==> src/rtl/irq_ctl.sv <==
// irq_ctl: interrupt controller front end for the processor control unit.
// Synchronizes the NMI/IRQ pins, latches NMI falling edges, and sequences
// RESET / IRQ / NMI vector selection for the control unit.
//
// Optional feature: define IRQ_CTL_NMI_EN to build NMI synchronizer, edge
// detection and pending latch. Without it, nmi_n is ignored and nmi_pend is 0.
//
// Ports:
//   clk       - clock, all state on rising edge
//   reset     - synchronous, active-high reset
//   nmi_n     - asynchronous NMI pin, active-low (edge-triggered)
//   irq_n     - asynchronous IRQ pin, active-low (level-sensitive)
//   I         - processor interrupt-disable flag
//   sync      - high while the control unit decodes the next opcode
//   vec_ack   - one-cycle pulse when the vector low byte is fetched
//   int_req   - interrupt request to the control unit
//   int_kind  - 00 none, 01 IRQ, 10 NMI, 11 RESET
//   vec_lo    - vector low byte
//   nmi_pend  - NMI latched and not yet taken
module irq_ctl (
   input  logic       clk,
   input  logic       reset,
   input  logic       nmi_n,
   input  logic       irq_n,
   input  logic       I,
   input  logic       sync,
   input  logic       vec_ack,
   output logic       int_req,
   output logic [1:0] int_kind,
   output logic [7:0] vec_lo,
   output logic       nmi_pend
);

   localparam int unsigned KIND_W = 2;
   localparam int unsigned VEC_W  = 8;

   localparam logic [KIND_W-1:0] KIND_NONE = KIND_W'(0);
   localparam logic [KIND_W-1:0] KIND_IRQ  = KIND_W'(1);
   localparam logic [KIND_W-1:0] KIND_NMI  = KIND_W'(2);
   localparam logic [KIND_W-1:0] KIND_RST  = KIND_W'(3);

   localparam logic [VEC_W-1:0] VEC_RST = VEC_W'(8'hFC);
   localparam logic [VEC_W-1:0] VEC_IRQ = VEC_W'(8'hFE);
   localparam logic [VEC_W-1:0] VEC_NMI = VEC_W'(8'hFA);

   typedef enum logic [1:0] {
      ST_RST  = 2'd0,
      ST_IDLE = 2'd1,
      ST_SVC  = 2'd2
   } state_t;

   state_t            state_q, state_d;
   logic              irq_s1_q, irq_s1_d;
   logic              irq_s2_q, irq_s2_d;
   logic              int_req_q, int_req_d;
   logic [KIND_W-1:0] int_kind_q, int_kind_d;
   logic [VEC_W-1:0]  vec_lo_q, vec_lo_d;
   logic              nmi_pend_w;
   logic              irq_act_c;

   // IRQ pin synchronizer; level is only qualified by the I flag
   always_comb begin
      irq_s1_d  = irq_n;
      irq_s2_d  = irq_s1_q;
      irq_act_c = ~irq_s2_q & ~I;
   end

`ifdef IRQ_CTL_NMI_EN
   logic nmi_s1_q, nmi_s1_d;
   logic nmi_s2_q, nmi_s2_d;
   logic nmi_prev_q, nmi_prev_d;
   logic nmi_pend_q, nmi_pend_d;
   logic nmi_edge_c;
   logic nmi_take_c;

   // NMI synchronizer, falling-edge detect and pending latch (set beats clear)
   always_comb begin
      nmi_s1_d   = nmi_n;
      nmi_s2_d   = nmi_s1_q;
      nmi_prev_d = nmi_s2_q;
      nmi_edge_c = nmi_prev_q & ~nmi_s2_q;
      nmi_take_c = (state_q == ST_IDLE) & sync & int_req_q & nmi_pend_q;
      nmi_pend_d = nmi_edge_c | (nmi_pend_q & ~nmi_take_c);
   end

   always_ff @(posedge clk) begin
      if (reset) begin
         nmi_s1_q   <= 1'b1;
         nmi_s2_q   <= 1'b1;
         nmi_prev_q <= 1'b1;
         nmi_pend_q <= 1'b0;
      end else begin
         nmi_s1_q   <= nmi_s1_d;
         nmi_s2_q   <= nmi_s2_d;
         nmi_prev_q <= nmi_prev_d;
         nmi_pend_q <= nmi_pend_d;
      end
   end

   assign nmi_pend_w = nmi_pend_q;
`else
   // NMI disabled: pin is deliberately left unconnected to any logic
   logic unused_nmi_n;
   assign unused_nmi_n = nmi_n;
   assign nmi_pend_w   = 1'b0;
`endif

   // Next-state and registered-output logic
   always_comb begin
      state_d    = state_q;
      int_req_d  = 1'b0;
      int_kind_d = int_kind_q;
      vec_lo_d   = vec_lo_q;
      unique case (state_q)
         ST_RST: begin
            int_kind_d = KIND_RST;
            vec_lo_d   = VEC_RST;
            if (vec_ack) begin
               state_d    = ST_IDLE;
               int_kind_d = KIND_NONE;
               vec_lo_d   = VEC_IRQ;
            end
         end
         ST_IDLE: begin
            int_req_d  = nmi_pend_w | irq_act_c;
            int_kind_d = KIND_NONE;
            vec_lo_d   = VEC_IRQ;
            // Take on the registered request so a dropped IRQ is not serviced
            if (sync && int_req_q) begin
               state_d   = ST_SVC;
               int_req_d = 1'b0;
               if (nmi_pend_w) begin
                  int_kind_d = KIND_NMI;
                  vec_lo_d   = VEC_NMI;
               end else begin
                  int_kind_d = KIND_IRQ;
                  vec_lo_d   = VEC_IRQ;
               end
            end
         end
         ST_SVC: begin
            if (vec_ack) begin
               state_d    = ST_IDLE;
               int_kind_d = KIND_NONE;
               vec_lo_d   = VEC_IRQ;
            end
         end
         default: begin
            state_d    = ST_RST;
            int_kind_d = KIND_RST;
            vec_lo_d   = VEC_RST;
         end
      endcase
   end

   always_ff @(posedge clk) begin
      if (reset) begin
         state_q    <= ST_RST;
         irq_s1_q   <= 1'b1;
         irq_s2_q   <= 1'b1;
         int_req_q  <= 1'b0;
         int_kind_q <= KIND_RST;
         vec_lo_q   <= VEC_RST;
      end else begin
         state_q    <= state_d;
         irq_s1_q   <= irq_s1_d;
         irq_s2_q   <= irq_s2_d;
         int_req_q  <= int_req_d;
         int_kind_q <= int_kind_d;
         vec_lo_q   <= vec_lo_d;
      end
   end

   assign int_req  = int_req_q;
   assign int_kind = int_kind_q;
   assign vec_lo   = vec_lo_q;
   assign nmi_pend = nmi_pend_w;

endmodule

==> config.mk <==
export PLATFORM = sky130hd
export DESIGN_NAME = irq_ctl
export DESIGN_NICKNAME = d
export VERILOG_FILES = /design/src/rtl/irq_ctl.sv
export SDC_FILE = /design/constraint.sdc
export NUM_CORES = 1
export LEC_CHECK = 0
export ABC_CLOCK_PERIOD_IN_PS = 1950
export CAP_MARGIN = 20
export CORE_AREA = 3 3 40 42
export DETAILED_ROUTE_END_ITERATION = 12
export DIE_AREA = 0 0 43 45
export PLACE_DENSITY = 0.67
export SLEW_MARGIN = 5
export SYNTH_ARGS = -nofsm -noshare
export SYNTH_HDL_FRONTEND = slang
export SYNTH_SLANG_ARGS = --single-unit
==> constraint.sdc <==
create_clock -name clk -period 1.95 [get_ports clk]
set_clock_uncertainty 0.2 [all_clocks]
set_input_delay 0.39 -clock clk [delete_from_list [all_inputs] [get_ports clk]]
set_output_delay 0.39 -clock clk [all_outputs]
set_load 0.02 [all_outputs]
; Word level (Yosys, flattened, before mapping)
; Cells that the tools add are included.
[classes]
n_eq_ne = 5
muxes = 10
n_bitwise = 4
n_reduce_logical = 5
[ops]
columns = op, n
row1 = 8-bit case mux with 3 select lines, 1
row2 = 2-bit 2-to-1 mux, 5
row3 = 8-bit 2-to-1 mux, 1
row4 = 2-bit case mux with 3 select lines, 1
row5 = "2-bit != test, second input constant", 2
row6 = 2-bit case mux with 2 select lines, 1
row7 = 1-bit NOT, 3
row8 = 3-bit OR reduction, 1
row9 = "2-bit by 1-bit == test with 1-bit output, second input constant", 1
row10 = "2-bit == test, second input constant", 1
row11 = 2-bit logical NOT, 1
row12 = "2-bit by 1-bit != test with 1-bit output, second input constant", 1
row13 = 2-bit AND reduction, 1
row14 = 2-bit OR reduction, 1
row15 = 1-bit AND, 1
row16 = 1-bit logical AND, 1
row17 = 1-bit 2-to-1 mux, 1
[totals]
input_bits = 7
ff_bits = 15
wordCells = 30

; Logic depth before layout (Yosys ltp)
[depth]
ltp_word = 4
ltp_mapped = 5

; Least setup slack after synthesis
; Ideal clock, no wire load.
[synth_path]
path_kind = register to register
from = register state_q[0]
to = register state_q[0]
period_less_slack_ps = 1737
path_stages_with_launch = 6
path_slack_ps = 213
arrival_ps = 1467
path_buffers = 0
required_ps = 1680
path_cell_list = dfxtp_1 > inv_1 > ha_1 > o21ba_1 > or4_1 > a21oi_1
[synth_via]
elab_chain_len = 4
word_cells_on_any_way = 8
cone_classes = eq/ne: 4 / mux: 1 / reduce/logical: 3
[synth_lines]
columns = item, line_no
row1 = from (decl), 52  ; state_t state_q, state_d;
row2 = from (signal assigned), 165  ; state_q <= state_d;
row3 = 2-bit == test / 2-bit logical NOT (equally long branches), 114  ; unique case (state_q)
row4 = 2-bit OR reduction (no line), -
row5 = 2-bit by 1-bit != test with 1-bit output (no line), -
row6 = 2-bit AND reduction (no line), -
; Several ways; a longest one is shown, not always the timed one.
; A chain may end at the register's enable or synchronous reset.

; Worst setup path in the final report
[layout_path]
from = register int_req_q, in the netlist int_req
to = output int_req
[layout_rtl]
columns = item, line_no
row1 = from (decl), 55  ; logic int_req_q, int_req_d;
row2 = from (signal assigned), 168  ; int_req_q <= int_req_d;
row3 = to (decl), 28  ; output logic int_req,
; No word-level cell between the ends.

==> impl_metrics.ini <==
[floorplanning]
chipWidth_um = 43
core_region_area_mm2 = 0.00128
start_util_pct = 35.7
die_height_um = 45
ios = 19
rows = 13
dieArea_mm2 = 0.00194

[pwr]
power_switching_uw = 213
switching_share_pct = 34.4
clkPwrFrac_pct = 19.6
p_comb_share_pct = 45.3
seqPwrFrac_pct = 35.1
intPower_uw = 406
leakagePower_uw = 0.000248
ir_drop_v = 0.000478
power_density_mw_per_mm2 = 1100

[grt]
grt_max_degree = 11
met1_usage_pct = 10.7
grt.overflow.total = 0
grt_use_met3_pct = 5.98
grt_pass1_wl_mm = 1.28
grt.total_usage_pct = 8.94
top_usage_layer = met2
grt_util_met2_pct = 13.5
grt_antenna_before_repair = 0
grt_pass1_vias = 319

[worst_setup_path]
cp_num_buf_inv = 1
start_kind = register
crit_chain = clkdlybuf4s50_1
cp-startpoint = int_req
r2r_start = state_q[1]
r2r_cells = 5
worstPathMaxFanout = 4
reg2reg_slack_ps = 150
critical_path_class = reg -> out
end_kind = output pin
reg2reg_to = state_q[0]
cp.depth = 1
critPathMaxStageDelay_ps = 620
crit_family = buffers and inverters
worstPathRequired_ps = 1360
crit_arrival_ps = 1230
slowest_stage = clkdlybuf4s50_1

[worst_hold_path]
holdPathEnd = int_req
min_from = irq_s2_q
hold_depth = 1
worstHoldPathType = reg -> reg

[route]
vias = 342
viasPerCell = 4.50
route.detailed.drc = 0
firstDrtPassIters = 1
drt_iter0_markers = 0
wire_per_inst_um = 9.89
drt-total-wl_um = 752
final_antenna_net_count = 0

[timing]
layout_min_cycle_time_ps = 1820
fmax_mhz = 549
worst_slack_ps = 129
period_share_pct = 93.4
hold_viol_final = 0
finalMaxSlewViolations = 0
rsz0062_at_grt = no
setup_viol = 0
setup_tns_ps = 0

[cts]
clock-sinks = 8
clock_path_buffers = 2
numCtsBuffers = 3
ctsResizeCount = 0
htree_levels = 1
cts_hold_buf = 0
clock_latency_ps = 250
post_cts_buffers = 0
tritoncts = built
cts_root_buffer = clkbuf_4
clk_pin_slew_ps = 50

[synthesis]
synth_cell_types = 22
ys.warnings.count = 0
synthCells = 50
postSynthAreaPerCell_um2 = 9.18
syn-cell-area_um2 = 459
ys_ff_latch = 8
synth-seq-area-share_pct = 34.9

[run]
max-cap-violations = 0

[finish]
fill_cells = 137
final_cell_mix = clkdlybuf4s50_1, conb_1, dfxtp_1
register_area_um2 = 160
fin_area_um2 = 564
nNetsFinal = 76
mostFrequentLayoutCell = clkdlybuf4s50_1
multiInputGateArea_um2 = 250
antenna_cells = 0
syn2layout_area_growth_pct = 22.9
drive_gt1_share_pct = 13.1
final_util_pct = 43.9

[place]
numPortBuffers = 9
dpl_worst_slack_ps = 20.5
postPlaceCellArea_um2 = 542
dpl.hpwl_um = 588
gp_congestion = 0.745

[run_status]
status = complete, no violations
-- routing by layer --
layer  wire, um  up-vias
li1           -      177
met1        324      149
met2        341       16
met3         86        0
met4          0        0
met5          0        -
-- state kept, by name (all words and copies together), names as in the netlist --
signal / flops
vec_lo: 1
int_req: 1
state_q: 2
int_kind: 2
irq_s2_q: 1
irq_s1_q: 1
-- stage by stage --
step / hold WS [ps] / cells / total power, uW
6_report: 191 / 76 / 619
4_1_cts: 193 / 76 / 631
5_1_grt: 215 / 76 / 674
3_5_place_dp: 186 / 73 / 501
3_3_place_gp: 177 / 73 / 496
2_1_floorplan: 173 / 56 / 412
-- power groups by stage --
| stage | Clock, uW | Sequential [uW] | Combinational, uW |
|---|---|---|---|
| global route | 141 | 223 | 310 |
| detailed placement | 0 | 222 | 280 |
| finish | 121 | 217 | 280 |
| CTS | 129 | 218 | 283 |
| global placement | 0 | 220 | 277 |
| floorplan | 0 | 249 | 163 |
-- logic make-up (layout without fill, tap and decap cells) --
family / count (synthesis) / after routing / share of synthesized area [%]
DFF: 8 / 8 / 34.9
adders and majority gates: 6 / 6 / 16.3
and+or+nand+nor: 11 / 11 / 13.6
other: 2 / 8 / 1.64
AOI/OAI and AO/OA: 12 / 12 / 18.0
buffers and inverters: 11 / 16 / 15.5
-- cell usage after synthesis (all sizes together) --
library cell | count | share of area (%)
a21bo | 1 | 2.2
ha | 6 | 16
buf | 8 | 13
a21oi | 3 | 3.3
a21boi | 1 | 1.6
a22oi | 1 | 1.6
nor3 | 1 | 1.1
or4 | 1 | 1.6
o32ai | 1 | 1.9
conb | 2 | 1.6
o21ai | 2 | 2.2
nand2b | 2 | 2.7
dfxtp | 8 | 35
o21ba | 1 | 2.2
o21bai | 1 | 1.6
or2 | 2 | 2.7
inv | 2 | 1.6
nor4 | 1 | 1.4
a31oi | 1 | 1.4
clkbuf | 1 | 0.82
nor2 | 3 | 2.5
nand3b | 1 | 1.6
-- worst max path at each step --
| stage | end | slack [ps] |
|---|---|---|
| floorplan | state_q[0] | 210 |
| global placement | state_q[0] | 20 |
| detailed placement | state_q[0] | 20 |
| CTS | int_req | 110 |
| global route | state_q[0] | 40 |
| finish | int_req | 130 |
-- cell type report --
type                    count  share of cell area, %
clock buffers               3                   3.99
inverters                   2                   1.33
multi-input cells          37                   44.3
flip-flops and latches      8                   28.4
well taps                  15                   3.33
repair buffers             11                   18.6
No activity file was read; power rests on OpenSTA's default activity.
